**src/rtl/bus_arbiter_if.sv**
```systemverilog
// Handshake bundle between the bus masters and the arbiter.
// req/lock are levels from the masters; everything else is a registered arbiter output.
interface bus_arbiter_if #(
  parameter int NREQ = 4,
  parameter int IDXW = $clog2(NREQ)
);
  logic [NREQ-1:0] req;
  logic [NREQ-1:0] lock;
  logic [NREQ-1:0] grant;
  logic [IDXW-1:0] grant_idx;
  logic            busy;
  logic            preempt;
  logic [3:0]      hold_cnt;
  logic [1:0]      state;

  // Handshake: a master holds req high until it is done with the bus. It may
  // drive the shared bus only while its grant bit is high. Dropping req ends
  // ownership at the next edge. lock matters only while the master owns the bus.
  modport master (
    output req, lock,
    input  grant, grant_idx, busy, preempt, hold_cnt, state
  );

  modport slave (
    input  req, lock,
    output grant, grant_idx, busy, preempt, hold_cnt, state
  );
endinterface

```
**src/rtl/bus_arbiter.sv**
```systemverilog
// Round-robin arbiter for the shared tri-state bus. It inserts one dead GAP
// cycle between owners and can preempt an owner that holds the bus too long.
module bus_arbiter #(
  parameter int NREQ     = 4,
  parameter int MAX_HOLD = 8,
  parameter int IDXW     = $clog2(NREQ)
) (
  input  logic        clk,
  input  logic        rst,
  bus_arbiter_if.slave bus
);

  typedef enum logic [1:0] {
    IDLE = 2'd0,
    OWN  = 2'd1,
    GAP  = 2'd2
  } state_t;

  localparam logic [31:0]     HOLD_LIM = 32'(MAX_HOLD - 1);
  localparam logic [NREQ-1:0] ONE      = {{(NREQ-1){1'b0}}, 1'b1};

  state_t          state;
  logic [NREQ-1:0] grant;
  logic [IDXW-1:0] grant_idx;
  logic [IDXW-1:0] ptr;
  logic            preempt;
  logic [3:0]      hold_cnt;

  logic [IDXW-1:0] win;
  logic [IDXW-1:0] win_next;
  logic            found;
  logic [IDXW:0]   cand;
  logic            others_req;
  logic            hold_expired;

  // Scan from ptr and wrap explicitly, because NREQ need not be a power of two.
  always_comb begin
    win   = '0;
    found = 1'b0;
    cand  = '0;
    for (int i = 0; i < NREQ; i++) begin
      cand = {1'b0, ptr} + (IDXW+1)'(i);
      if (cand >= (IDXW+1)'(NREQ)) cand = cand - (IDXW+1)'(NREQ);
      if (!found && bus.req[cand[IDXW-1:0]]) begin
        found = 1'b1;
        win   = cand[IDXW-1:0];
      end
    end
  end

  assign win_next     = (win == IDXW'(NREQ - 1)) ? '0 : win + IDXW'(1);
  assign others_req   = |(bus.req & ~(ONE << grant_idx));
  assign hold_expired = 32'(hold_cnt) >= HOLD_LIM;

  always_ff @(posedge clk or posedge rst) begin
    if (rst) begin
      state     <= IDLE;
      grant     <= '0;
      grant_idx <= '0;
      ptr       <= '0;
      preempt   <= 1'b0;
      hold_cnt  <= '0;
    end else begin
      preempt <= 1'b0;
      case (state)
        IDLE, GAP: begin
          if (found) begin
            grant     <= ONE << win;
            grant_idx <= win;
            ptr       <= win_next;
            hold_cnt  <= '0;
            state     <= OWN;
          end else begin
            state <= IDLE;
          end
        end
        OWN: begin
          if (hold_cnt != 4'd15) hold_cnt <= hold_cnt + 4'd1;
          // A release wins over a preempt on the same edge, so no preempt pulse then.
          if (!bus.req[grant_idx]) begin
            grant <= '0;
            state <= GAP;
          end else if (!bus.lock[grant_idx] && hold_expired && others_req) begin
            grant   <= '0;
            preempt <= 1'b1;
            state   <= GAP;
          end
        end
        default: begin
          grant <= '0;
          state <= IDLE;
        end
      endcase
    end
  end

  assign bus.grant     = grant;
  assign bus.grant_idx = grant_idx;
  assign bus.busy      = |grant;
  assign bus.preempt   = preempt;
  assign bus.hold_cnt  = hold_cnt;
  assign bus.state     = state;

endmodule

```
**src/flat_wrapper.sv**
```systemverilog
// flat-port wrapper written by rule: the top's interface ports become plain ports
module bus_arbiter_flat 
#(
  parameter int NREQ     = 4,
  parameter int MAX_HOLD = 8,
  parameter int IDXW     = $clog2(NREQ)
)
  (clk, rst, bus_req, bus_lock, bus_grant, bus_grant_idx, bus_busy, bus_preempt, bus_hold_cnt, bus_state);
  bus_arbiter_if #(.NREQ(NREQ), .IDXW(IDXW)) bus_i ();
  input  logic clk;
  input  logic rst;
  input wire logic [$bits(bus_i.req)-1:0] bus_req;
  input wire logic [$bits(bus_i.lock)-1:0] bus_lock;
  output wire logic [$bits(bus_i.grant)-1:0] bus_grant;
  output wire logic [$bits(bus_i.grant_idx)-1:0] bus_grant_idx;
  output wire logic [$bits(bus_i.busy)-1:0] bus_busy;
  output wire logic [$bits(bus_i.preempt)-1:0] bus_preempt;
  output wire logic [$bits(bus_i.hold_cnt)-1:0] bus_hold_cnt;
  output wire logic [$bits(bus_i.state)-1:0] bus_state;
  assign bus_i.req = bus_req;
  assign bus_i.lock = bus_lock;
  assign bus_grant = bus_i.grant;
  assign bus_grant_idx = bus_i.grant_idx;
  assign bus_busy = bus_i.busy;
  assign bus_preempt = bus_i.preempt;
  assign bus_hold_cnt = bus_i.hold_cnt;
  assign bus_state = bus_i.state;
  bus_arbiter #(.NREQ(NREQ), .MAX_HOLD(MAX_HOLD), .IDXW(IDXW)) u_core (.clk(clk), .rst(rst), .bus(bus_i));
endmodule
```
**config.mk**
```make
export PLATFORM = sky130hd
export DESIGN_NAME = bus_arbiter_flat
export DESIGN_NICKNAME = d
export VERILOG_FILES = /design/src/rtl/bus_arbiter_if.sv /design/src/rtl/bus_arbiter.sv /design/src/flat_wrapper.sv
export SDC_FILE = /design/constraint.sdc
export NUM_CORES = 1
export LEC_CHECK = 0
export ABC_CLOCK_PERIOD_IN_PS = 2700
export BUFFER_PORTS_ARGS = -buffer_cell sky130_fd_sc_hd__buf_2
export CAP_MARGIN = 20
export CORE_MARGIN = 5
export CORE_UTILIZATION = 51
export DETAILED_ROUTE_END_ITERATION = 7
export PLACE_DENSITY = 0.77
export SYNTH_ARGS = -nofsm -noshare
export SYNTH_HDL_FRONTEND = slang
export SYNTH_SLANG_ARGS = --single-unit
```
**constraint.sdc**
```tcl
create_clock -name clk -period 2.7 [get_ports clk]
set_clock_uncertainty 0.15 [all_clocks]
set_input_delay 0.27 -clock clk [delete_from_list [all_inputs] [get_ports clk]]
set_output_delay 0.27 -clock clk [all_outputs]
set_load 0.05 [all_outputs]
```
# Yosys cells after proc, flatten, opt, wreduce, memory -nomap -nowiden
# Index checks and enable logic that the tools add are counted.
[op_classes]
add_sub_neg = 9
n_lt_le_gt_ge = 10
n_eq_ne = 7
n_shift = 2
muxes = 39
n_bitwise = 2
n_reduce_logical = 17
[ops]
columns = ["op", "n"]
rows = [
  ["$mux 2", 11],
  ["$mux 4", 5],
  ["$pmux 4 s2", 2],
  ["$lt 2x3->1 const B", 5],
  ["$mux 1", 14],
  ["$bmux 1 s2", 6],
  ["$ge 3x3->1 const B", 3],
  ["$reduce_or 4->1", 2],
  ["$shl 1x2->4 const A", 2],
  ["$sub 2x1->2 const B", 4],
  ["$add 2x2->3 const B", 2],
  ["$logic_and 1x1->1", 5],
  ["$add 4x1->4 const B", 1],
  ["$and 4x4->4", 1],
  ["$eq 2x2->1 const B", 2],
  ["$ge 4x3->1 const B", 1],
  ["$logic_not 1->1", 4],
  ["$ne 2x1->1 const B", 2],
  ["$ne 4x4->1 const B", 1],
  ["$not 4->4", 1],
  ["$pmux 2 s2", 1],
  ["$reduce_and 2->1", 2],
  ["$add 2x1->3 const B", 1],
  ["$ge 2x3->1 const B", 1],
  ["7 further kinds", 7],
]
[word_totals]
register_bits = 15
output_inout_bits = 14
wordCells = 92

# Logic depth before layout (Yosys ltp)
# Gate-level depths: netlist (run 1).
[depth]
word_depth = 17
ltp_mapped = 8
depth_no_buf = 7

# Worst setup path before layout (run 1)
# Ideal clock, no wire load.
[synth_path]
path_type = "flip-flop to flip-flop"
startpoint = "reg u_core.ptr[1]"
endpoint = "reg u_core.ptr[1]"
setup_ns = 0.125
arrival_time_ns = 1.812
path_slack_ns = 0.613
stages_incl_launch_ff = 7
path_buffers = 0
synth_period_minus_slack_ns = 2.087
path_cell_list = "dfrtp_1 mux2i_1 and2_2 or4_1 inv_1 ha_1 mux2_2"
[synth_between]
elab_chain_len = 16
[synth_lines]
columns = ["element", "line", "text"]
rows = [
  ["start, declared", "bus_arbiter.sv:25", "logic [IDXW-1:0] ptr;"],
  ["start signal, assigned", "bus_arbiter.sv:70", "ptr <= win_next;"],
  ["parallel branches: the longest is 13 deep, another holds $add 2x1->3", "n/a", ""],
  ["$mux 2 (*)", "bus_arbiter.sv:44", "if (!found && bus.req[cand[IDXW-1:0]]) begin"],
  ["named net u_core.win[0]", "bus_arbiter.sv:29", "logic [IDXW-1:0] win;"],
  ["$add 2x1->2 or $eq 2x2->1 (tied branches)", "bus_arbiter.sv:51", "assign win_next = (win == IDXW'(NREQ - 1)) ? '0 : win + IDXW'(1);"],
  ["$mux 2 (*)", "bus_arbiter.sv:51", ""],
  ["named net u_core.win_next[1]", "bus_arbiter.sv:30", "logic [IDXW-1:0] win_next;"],
]
# Mark *: on every way through the listed nets, which the timed path passes. The select of a mux whose other input is x is not followed.
# A chain may end at the register's enable or synchronous reset.

# Final worst setup path (run 1)
# Ends and elaborated chain as after synthesis.

==> results of run 1 <==
## stage by stage
stage          utilization  cells
6_report            0.6409    138
4_1_cts             0.6409    138
5_1_grt             0.6409    138
3_5_place_dp        0.6179    133
3_3_place_gp        0.6179    133
2_1_floorplan            -     86
## registers in the layout, summed over array words and instances (netlist names)
name and cells:
u_core.bus.state 2, u_core.bus.preempt 1, u_core.bus.hold_cnt 4, u_core.bus.grant 4, u_core.bus.grant_idx 2, u_core.ptr 2
## cells in the final DEF, fill, tap and decap left out, types with 2 or more instances in the layout
cell type | netlist | layout
a22o_1 | 2 | 2
a21oi_1 | 6 | 6
o2bb2ai_1 | 4 | 4
ha_1 | 5 | 5
buf_2 | 0 | 23
nor2_1 | 7 | 7
nand3b_1 | 2 | 2
or4_1 | 3 | 3
nand3_1 | 2 | 2
clkbuf_4 | 0 | 3
nand2b_1 | 2 | 2
mux2i_1 | 6 | 6
dfrtp_1 | 15 | 15
nand2_1 | 2 | 2
nor2b_1 | 2 | 2
mux2_2 | 4 | 4
a2bb2oi_1 | 2 | 2
inv_1 | 5 | 5
nor3b_1 | 2 | 2
## power by group through the flow
stage / Sequential (mW) / Clock (mW) / Combinational, mW
final: 0.443 / 0.138 / 0.878
after detailed placement: 0.446 / 0 / 0.873
after floorplan: 0.683 / 0 / 0.451
after global placement: 0.440 / 0 / 0.861
after global routing: 0.464 / 0.149 / 0.948
after CTS: 0.442 / 0.142 / 0.880
## metal layers
metal	wire, um	GRT usage	up-vias	share of wire
met3	68	0.02817	2	0.034
li1	-	-	377	-
met5	0	0	-	0
met1	955	0.2095	355	0.48
met4	8	0.03830	0	0.0040
met2	958	0.2748	11	0.48
## kinds of logic after synthesis
group | Yosys count | synth area share
multiplexers | 11 | 0.1396
buffers and inverters | 7 | 0.03723
adder cells (fa/ha/maj) | 5 | 0.06649
flip-flops | 15 | 0.3989
AO/OA/AOI/OAI | 20 | 0.1716
AND/OR/NAND/NOR | 28 | 0.1862
## tightest hold or removal path: cells and delay by family
family	cells	cell delay, ns
and+or+nand+nor	2	0.11
muxes	1	0.13
buffers and inverters	1	0.07
AOI/OAI and AO/OA	1	0.10
## timing repair
item / CTS / global route
gates resized for setup: 0 / 0
hold endpoints to repair: 15 / 0
hold buffers: 1 / 0
## area by class of cell
class                           instances  area, um^2
Clock inverter                          1       7.507
Timing Repair Buffer                   25       132.6
Fill cell                             144       626.9
Sequential cell                        15       375.4
Multi-Input combinational cell         64       530.5
Tap cell                               25       31.28
Inverter                                5       18.77
Clock buffer                            3       22.52
## worst max path at each step
stage	start	slack, ns	end
finish	u_core.ptr[1]	0.50	u_core.ptr[1]
global route	u_core.ptr[1]	0.41	u_core.ptr[1]
CTS	u_core.ptr[1]	0.51	u_core.ptr[1]
detailed placement	u_core.ptr[1]	0.53	u_core.ptr[1]
global placement	u_core.ptr[1]	0.57	u_core.ptr[1]
floorplan	u_core.ptr[1]	0.61	u_core.ptr[1]
==> flow_metrics.py, run 1 <==
metrics = {
    "floorplanning": {
        "die_h_um": 52.95,
        "dieArea_mm2": 0.002804,
        "rows": 15,
        "initial_core_util": 0.5391,
        "die_w_um": 52.95,
        "pin_count": 24,
        "placeableCoreArea_mm2": 0.001745,
    },
    "cells_and_area": {
        "stdcell_area_mm2": 0.001119,
        "drive_gt1_frac": 0.3186,
        "final_nets": 129,
        "syn_to_final_growth_pct": 18.88,
        "n_antenna_cell": 0,
    },
    "placement": {
        "hpwl_um": 1473,
        "gp_congestion": 0.8434,
        "portBuffers": 23,
        "pre_cts_slack_ns": 0.5302,
        "postPlaceCellArea_mm2": 0.001079,
    },
    "cts": {
        "post_cts.repair.setup_buffers": 0,
        "root_buffer": "clkbuf_4",
        "clkTransAtPathRegs_ns": 0.09,
        "clkSinkCount": 15,
        "cts_buffers": 3,
        "cts_tree": "built",
        "h-tree-depth": 1,
        "cts_buffer_depth": 2,
        "insertion_delay_ns": 0.29,
    },
    "grt": {
        "grt_pass1_vias": 733,
        "grt_max_degree": 16,
        "grt_use_total": 0.1609,
        "grt.overflow.total": 0,
        "grt_pass1_wl_um": 3346,
        "antenna_found_initial": 0,
    },
    "synthesis": {
        "yosysWarnings": 0,
        "avgSynthCellArea_um2": 10.94,
        "async_flop_share": 1.000,
        "seq_area_frac_synth": 0.3989,
        "postSynthCellCount": 86,
        "synth_cell_types": 32,
        "synth.most_common_cell": "dfrtp_1",
        "synth_nets": 101,
        "synth.largest_area_cell": "dfrtp_1",
        "ys_ff_latch": 15,
        "ys_top_cells_by_area": "dfrtp_1, ha_1, mux2i_1",
        "synthFlopType": "dfrtp_1",
        "synth_top_area_frac": 0.3989,
        "netlist_top_cells_count": "dfrtp_1, nor2_1, a21oi_1, mux2i_1",
        "synthesis.area_um2": 940.9,
        "synth_edf_count": 0,
    },
    "run": {
        "cap_violations": 0,
    },
    "sta": {
        "slew_headroom": 0.6133,
        "final-setup-viol-count": 0,
        "max_freq_ghz": 0.4552,
        "rsz0062_at_grt": "false",
        "finalCritPeriodShare": 0.8136,
        "min_period_ns": 2.197,
        "tightest_slew_ns": 0.5795,
        "tns_ns": 0,
        "hold_viol": 0,
        "fin_ws_ns": 0.5034,
        "hold_ws_ns": 0.2797,
        "maxSlewViolCount": 0,
    },
    "hold_path": {
        "min_to": "u_core.bus.preempt",
        "hold_start": "bus_lock[3]",
        "hold_class": "in2reg",
        "hold-path-cell-count": 5,
    },
    "worst_setup_path": {
        "critPathMaxStageDelay_ns": 0.57,
        "cpLargestDelayFamily": "simple AND/OR/NAND/NOR gates",
        "worstRegToRegCells": 6,
        "worstSetupPathType": "reg2reg",
        "reg2reg_setup_slack_ns": 0.50,
        "arrival_ns": 2.22,
        "worst_setup_path_start_kind": "flip-flop",
        "critPathSlowestCell": "or4_1",
        "worstPathMaxFanout": 5,
        "crit_chain": "mux2i_1 -> and2_2 -> or4_1 -> inv_1 -> ha_1 -> mux2_2",
        "required_ns": 2.72,
        "path_buf_inv": 1,
        "cp-end-kind": "flip-flop",
        "reg2reg_from": "u_core.ptr[1]",
        "r2r_end": "u_core.ptr[1]",
        "path_depth": 6,
    },
    "power": {
        "p_comb_frac": 0.602,
        "p_clk_frac": 0.094,
        "p_sw_mw": 0.7969,
        "p_leak_nw": 0.5450,
        "power_density_mw_per_mm2": 1304,
        "internal_power_mw": 0.6618,
        "report.power.total_mw": 1.459,
        "peakVddDrop_v": 0.001142,
        "p_sw_frac": 0.5463,
        "sequentialPowerShare": 0.304,
    },
    "route": {
        "antenna_left": 0,
        "vias_per_cell": 5.399,
        "drc": 0,
        "routedWlPerCell_um": 14.42,
        "drt_first_pass_iters": 4,
        "routed_wl_um": 1990,
        "vias": 745,
        "drt_iter0_markers": 6,
    },
    "status": {
        "status": "complete, no violations",
    },
}
(Power assumes the default switching activity.)
==> inputs of run 2 (changes only) <==
Settings changed: ABC_CLOCK_PERIOD_IN_PS 2700 to 2200.
Clock period 2.7 ns to 2.2 ns, I/O delays scaled along.
==> run 2 against run 1 <==
Global-route usage is 0.29 points lower. Sequential power is 22% higher. Critical path depth stayed put. First-iteration DRC count is 33% higher. Final area is 1.3% higher. Critical path type unchanged. Highest routed layer unchanged.
==> flow_metrics.py, run 2 (synthesized netlist as in run 1, its figures left out) <==
metrics = {
    "power": {
        "peakVddDrop_v": 0.001398,
        "internal_power_mw": 0.8416,
        "p_comb_frac": 0.612,
        "sequentialPowerShare": 0.299,
        "p_leak_nw": 0.5561,
        "p_clk_frac": 0.089,
        "power_density_mw_per_mm2": 1594,
        "p_sw_mw": 0.9652,
        "p_sw_frac": 0.5342,
    },
    "cts": {
        "cts_tree": "built",
        "cts_buffer_depth": 2,
        "clkTransAtPathRegs_ns": 0.09,
        "cts_buffers": 3,
        "insertion_delay_ns": 0.29,
        "h-tree-depth": 1,
        "root_buffer": "clkbuf_4",
        "clkSinkCount": 15,
    },
    "worst_setup_path": {
        "worstSetupPathType": "reg2reg",
        "worst_setup_path_start_kind": "flip-flop",
        "reg2reg_from": "u_core.ptr[1]",
        "worstRegToRegCells": 6,
        "worstPathMaxFanout": 4,
        "arrival_ns": 2.14,
        "path_depth": 6,
        "startpoint": "u_core.ptr[1]",
        "cp-end-kind": "flip-flop",
        "r2r_end": "u_core.ptr[1]",
        "path_buf_inv": 1,
        "crit_chain": "mux2i_1 -> and2_2 -> or4_4 -> inv_1 -> ha_1 -> mux2_2",
        "crit_end": "u_core.ptr[1]",
        "critPathSlowestCell": "or4_4",
        "required_ns": 2.23,
        "reg2reg_setup_slack_ns": 0.09,
        "critPathMaxStageDelay_ns": 0.52,
        "cpLargestDelayFamily": "simple AND/OR/NAND/NOR gates",
    },
    "cells_and_area": {
        "fillers": 149,
        "final_common_cell": "buf_2",
        "utilization": 0.6495,
        "stdcell_area_mm2": 0.001134,
        "n_antenna_cell": 0,
        "final_cells": 140,
        "final_cell_mix": "buf_2, dfrtp_1, nor2_1",
        "seq_area_um2": 375.4,
        "drive_gt1_frac": 0.3304,
        "multi_input_area_um2": 534.3,
        "reg.largest.list": "u_core.bus.grant: 4 flops, u_core.bus.hold_cnt: 4 flops",
        "final_nets": 131,
        "syn_to_final_growth_pct": 20.48,
    },
    "floorplanning": {
        "pin_count": 24,
        "dieArea_mm2": 0.002804,
        "die_w_um": 52.95,
        "placeableCoreArea_mm2": 0.001745,
        "rows": 15,
        "initial_core_util": 0.5391,
        "die_h_um": 52.95,
    },
    "sta": {
        "min_period_ns": 2.106,
        "slew_headroom": 0.6238,
        "tightest_slew_ns": 0.5637,
        "maxSlewViolCount": 0,
        "max_freq_ghz": 0.4748,
        "hold_viol": 0,
        "final-setup-viol-count": 0,
        "finalCritPeriodShare": 0.9574,
    },
    "placement": {
        "portBuffers": 23,
        "dp.cells": 134,
        "postPlaceCellArea_mm2": 0.001086,
        "hpwl_um": 1466,
        "gp_congestion": 0.8066,
    },
    "route": {
        "drt_first_pass_iters": 4,
        "drt_iter0_markers": 8,
        "routedWlPerCell_um": 14.02,
        "drc": 0,
        "routed_wl_um": 1963,
        "vias": 768,
        "antenna_left": 0,
        "vias_per_cell": 5.486,
    },
    "grt": {
        "grt.overflow.total": 0,
        "grt_pass1_vias": 703,
        "antenna_found_initial": 0,
        "grt_max_degree": 16,
        "grt_pass1_wl_um": 3139,
        "grt_use_total": 0.1581,
    },
    "hold_path": {
        "hold_class": "in2reg",
    },
    "status": {
        "status": "complete, no violations",
    },
    "run": {
        "cap_violations": 0,
    },
}
[run 2: cell types whose count changed in the layout (fill, tap and decap cells not counted), sizes merged]
| cell | change |
|---|---|
| buf | +2 |
| clkbuf | +1 |
| clkinvlp | -1 |
[run 2: final cells by class]
class / instances / share of cell area
Multi-Input combinational cell: 64 / 0.4713
Sequential cell: 15 / 0.3311
Timing Repair Buffer: 27 / 0.1302
Tap cell: 25 / 0.02759
Clock buffer: 4 / 0.02318
Inverter: 5 / 0.01656
[run 2: per-layer routing]
layer,global-route usage,share of wire,up-vias
met5,0,0,-
met4,0.08511,0.018,0
met2,0.2624,0.51,14
met3,0.04225,0.047,4
li1,-,-,379
met1,0.1834,0.42,371
[run 2: stage by stage]
step	hold WS, ns	setup WS (ns)	power (mW)	TNS, ns
finish	0.2151	0.09369	1.807	0
global route	0.2523	-0.01154	1.927	-0.01154
floorplan	-0.02852	0.1132	1.393	0
global placement	0.1427	0.1267	1.610	0
detailed placement	0.1552	0.09301	1.633	0
CTS	0.2223	0.07932	1.794	0
[run 2: power by group through the flow]
stage                     Clock, mW  Sequential [mW]  Combinational (mW)
after global placement            0            0.541                1.07
after global routing          0.178            0.563                1.19
after detailed placement          0            0.550                1.08
after floorplan                   0            0.839               0.554
after CTS                     0.164            0.543                1.09
final                         0.160            0.541                1.11
[run 2: worst min-delay path by stage]
| stage | to | startpoint | depth (start not counted) | slack (ns) |
|---|---|---|---|---|
| after global routing | u_core.bus.preempt | bus_lock[2] | 5 | 0.25 |
| after floorplan | u_core.bus.grant[0] | rst | 1 | -0.03 |
| final | u_core.bus.preempt | bus_lock[2] | 5 | 0.22 |
| after detailed placement | u_core.bus.hold_cnt[1] | rst | 2 | 0.16 |
| after global placement | u_core.bus.hold_cnt[1] | rst | 2 | 0.14 |
| after CTS | u_core.bus.preempt | bus_lock[2] | 5 | 0.22 |
[run 2: timing repair]
action                                  CTS  global route
hold endpoints to repair                 15             0
buffers inserted                          0             1
endpoints found under the setup margin    0             3
gates resized for setup                   0             1
hold buffers                              1             0
[run 2: worst register-to-register path, delay by kind of cell, from the launching register on]
kind,cells,cell delay (ns)
and+or+nand+nor,2,0.72
DFF,1,0.42
muxes,2,0.38
adders and majority gates,1,0.22
buffers and inverters,1,0.10
==> inputs of run 3 (changes only) <==
Settings changed: CORE_ASPECT_RATIO set to 1.2.
==> run 3 against run 2 <==
Worst hold slack improved by 0.032 ns. Total power fell by 0.79%. Flip-flop and latch count is the same. Clock-buffer cell count unchanged. Wire length fell by 2.8%. Combinational power is essentially flat. Via count rose by 1.0%. Setup slack better by 0.0074 ns. Clock power down 3%. Final area decreased by 0.88%.
==> flow_metrics.py, run 3 (synthesized netlist as in run 1, its figures left out) <==
metrics = {
    "sta": {
        "tightest_slew_ns": 0.5860,
        "hold_ws_ns": 0.2472,
        "maxSlewViolCount": 0,
        "rsz0062_at_grt": "false",
        "min_period_ns": 2.099,
        "finalCritPeriodShare": 0.9540,
        "hold_viol": 0,
        "final-setup-viol-count": 0,
        "tns_ns": 0,
        "slew_headroom": 0.6089,
        "max_freq_ghz": 0.4764,
    },
    "worst_setup_path": {
        "cp-end-kind": "flip-flop",
        "required_ns": 2.22,
        "arrival_ns": 2.12,
        "reg2reg_from": "u_core.ptr[1]",
        "r2r_end": "u_core.ptr[1]",
        "worstRegToRegCells": 6,
        "worst_setup_path_start_kind": "flip-flop",
        "worstSetupPathType": "reg2reg",
        "reg2reg_setup_slack_ns": 0.10,
        "worstPathMaxFanout": 3,
    },
    "cells_and_area": {
        "final_common_cell": "buf_2",
        "reg.largest.list": "u_core.bus.grant: 4 flops, u_core.bus.hold_cnt: 4 flops",
        "syn_to_final_growth_pct": 19.42,
        "fillers": 152,
        "final_cell_mix": "buf_2, dfrtp_1, nor2_1",
        "final_nets": 131,
        "n_antenna_cell": 0,
        "drive_gt1_frac": 0.3304,
        "final_cells": 134,
    },
    "floorplanning": {
        "die_h_um": 57.05,
        "rows": 17,
        "dieArea_mm2": 0.002807,
        "initial_core_util": 0.5204,
        "placeableCoreArea_mm2": 0.001808,
        "pin_count": 24,
        "die_w_um": 49.21,
    },
    "route": {
        "routedWlPerCell_um": 14.25,
        "antenna_left": 0,
        "vias_per_cell": 5.791,
        "drc": 0,
        "routed_wl_um": 1909,
        "drt_iter0_markers": 5,
        "vias": 776,
        "drt_first_pass_iters": 4,
    },
    "placement": {
        "hpwl_um": 1497,
        "gp_congestion": 0.7666,
        "portBuffers": 23,
        "dp.cells": 128,
    },
    "hold_path": {
        "hold_class": "in2reg",
        "min_to": "u_core.bus.preempt",
        "hold_start": "bus_lock[2]",
        "hold-path-cell-count": 5,
    },
    "status": {
        "status": "complete, no violations",
    },
    "cts": {
        "cts_tree": "built",
        "root_buffer": "clkbuf_4",
        "clkTransAtPathRegs_ns": 0.09,
        "cts_buffer_depth": 2,
        "clkSinkCount": 15,
        "h-tree-depth": 1,
        "cts_buffers": 3,
        "insertion_delay_ns": 0.28,
    },
    "grt": {
        "grt_use_total": 0.1454,
        "grt_pass1_wl_um": 3277,
        "grt_max_degree": 16,
        "antenna_found_initial": 0,
        "grt_pass1_vias": 782,
        "grt.overflow.total": 0,
    },
    "power": {
        "report.power.total_mw": 1.792,
        "p_leak_nw": 0.5547,
        "power_density_mw_per_mm2": 1595,
        "peakVddDrop_v": 0.0009532,
    },
    "run": {
        "cap_violations": 0,
    },
}
-- run 3: routing by layer --
layer	vias to the layer above	track usage	wire length [um]
met3	5	0.02089	87
met2	20	0.2523	962
met4	0	0.06923	37
met5	-	0	0
met1	366	0.1738	822
li1	385	-	-
-- run 3: cell type report --
type / instances / area (um^2) / area share
sequential: 15 / 376.6 / 0.3352
inverter: 5 / 18.77 / 0.01670
timing repair buffer: 27 / 147.6 / 0.1314
tap: 19 / 23.77 / 0.02116
clock buffer: 4 / 26.28 / 0.02339
multi-input combinational: 64 / 530.5 / 0.4722
-- run 3: what timing repair did --
item,4_1_cts,5_1_grt
gates resized for setup,0,1
setup buffers,0,1
setup endpoints to repair,0,3
hold endpoints to repair,15,0
hold buffers,1,0
-- run 3: worst max-delay path by stage --
stage,from,endpoint,slack [ns],cells after the start
floorplan,u_core.ptr[1],u_core.ptr[1],0.11,6
global placement,u_core.ptr[1],u_core.ptr[1],0.12,6
detailed placement,u_core.ptr[1],u_core.ptr[1],0.07,6
CTS,u_core.ptr[1],u_core.ptr[1],0.06,6
global route,u_core.ptr[1],u_core.bus.grant[0],0.01,7
finish,u_core.ptr[1],u_core.ptr[1],0.10,6
-- run 3: where the power goes --
| group | internal (mW) | total (mW) | switching [mW] |
|---|---|---|---|
| Combinational | 0.370 | 1.10 | 0.730 |
| Clock | 0.0703 | 0.155 | 0.0845 |
| Sequential | 0.394 | 0.537 | 0.144 |
| Total | 0.834 | 1.79 | 0.958 |
-- run 3: metrics by stage --
step,setup WS [ns],cell area [um^2],util
after floorplan,0.1132,940.9,-
after global placement,0.1240,1079,0.5965
after detailed placement,0.06676,1079,0.5965
after CTS,0.05507,1115,0.6166
after global routing,0.01169,1124,0.6215
final,0.1011,1124,0.6215
-- run 3: critical path, cell delays in order, from the launching register on --
cell and delay, ns:
dfrtp_2 0.42, mux2i_1 0.12, and2_2 0.20, or4_1 0.52
inv_1 0.10, ha_1 0.22, mux2_2 0.26
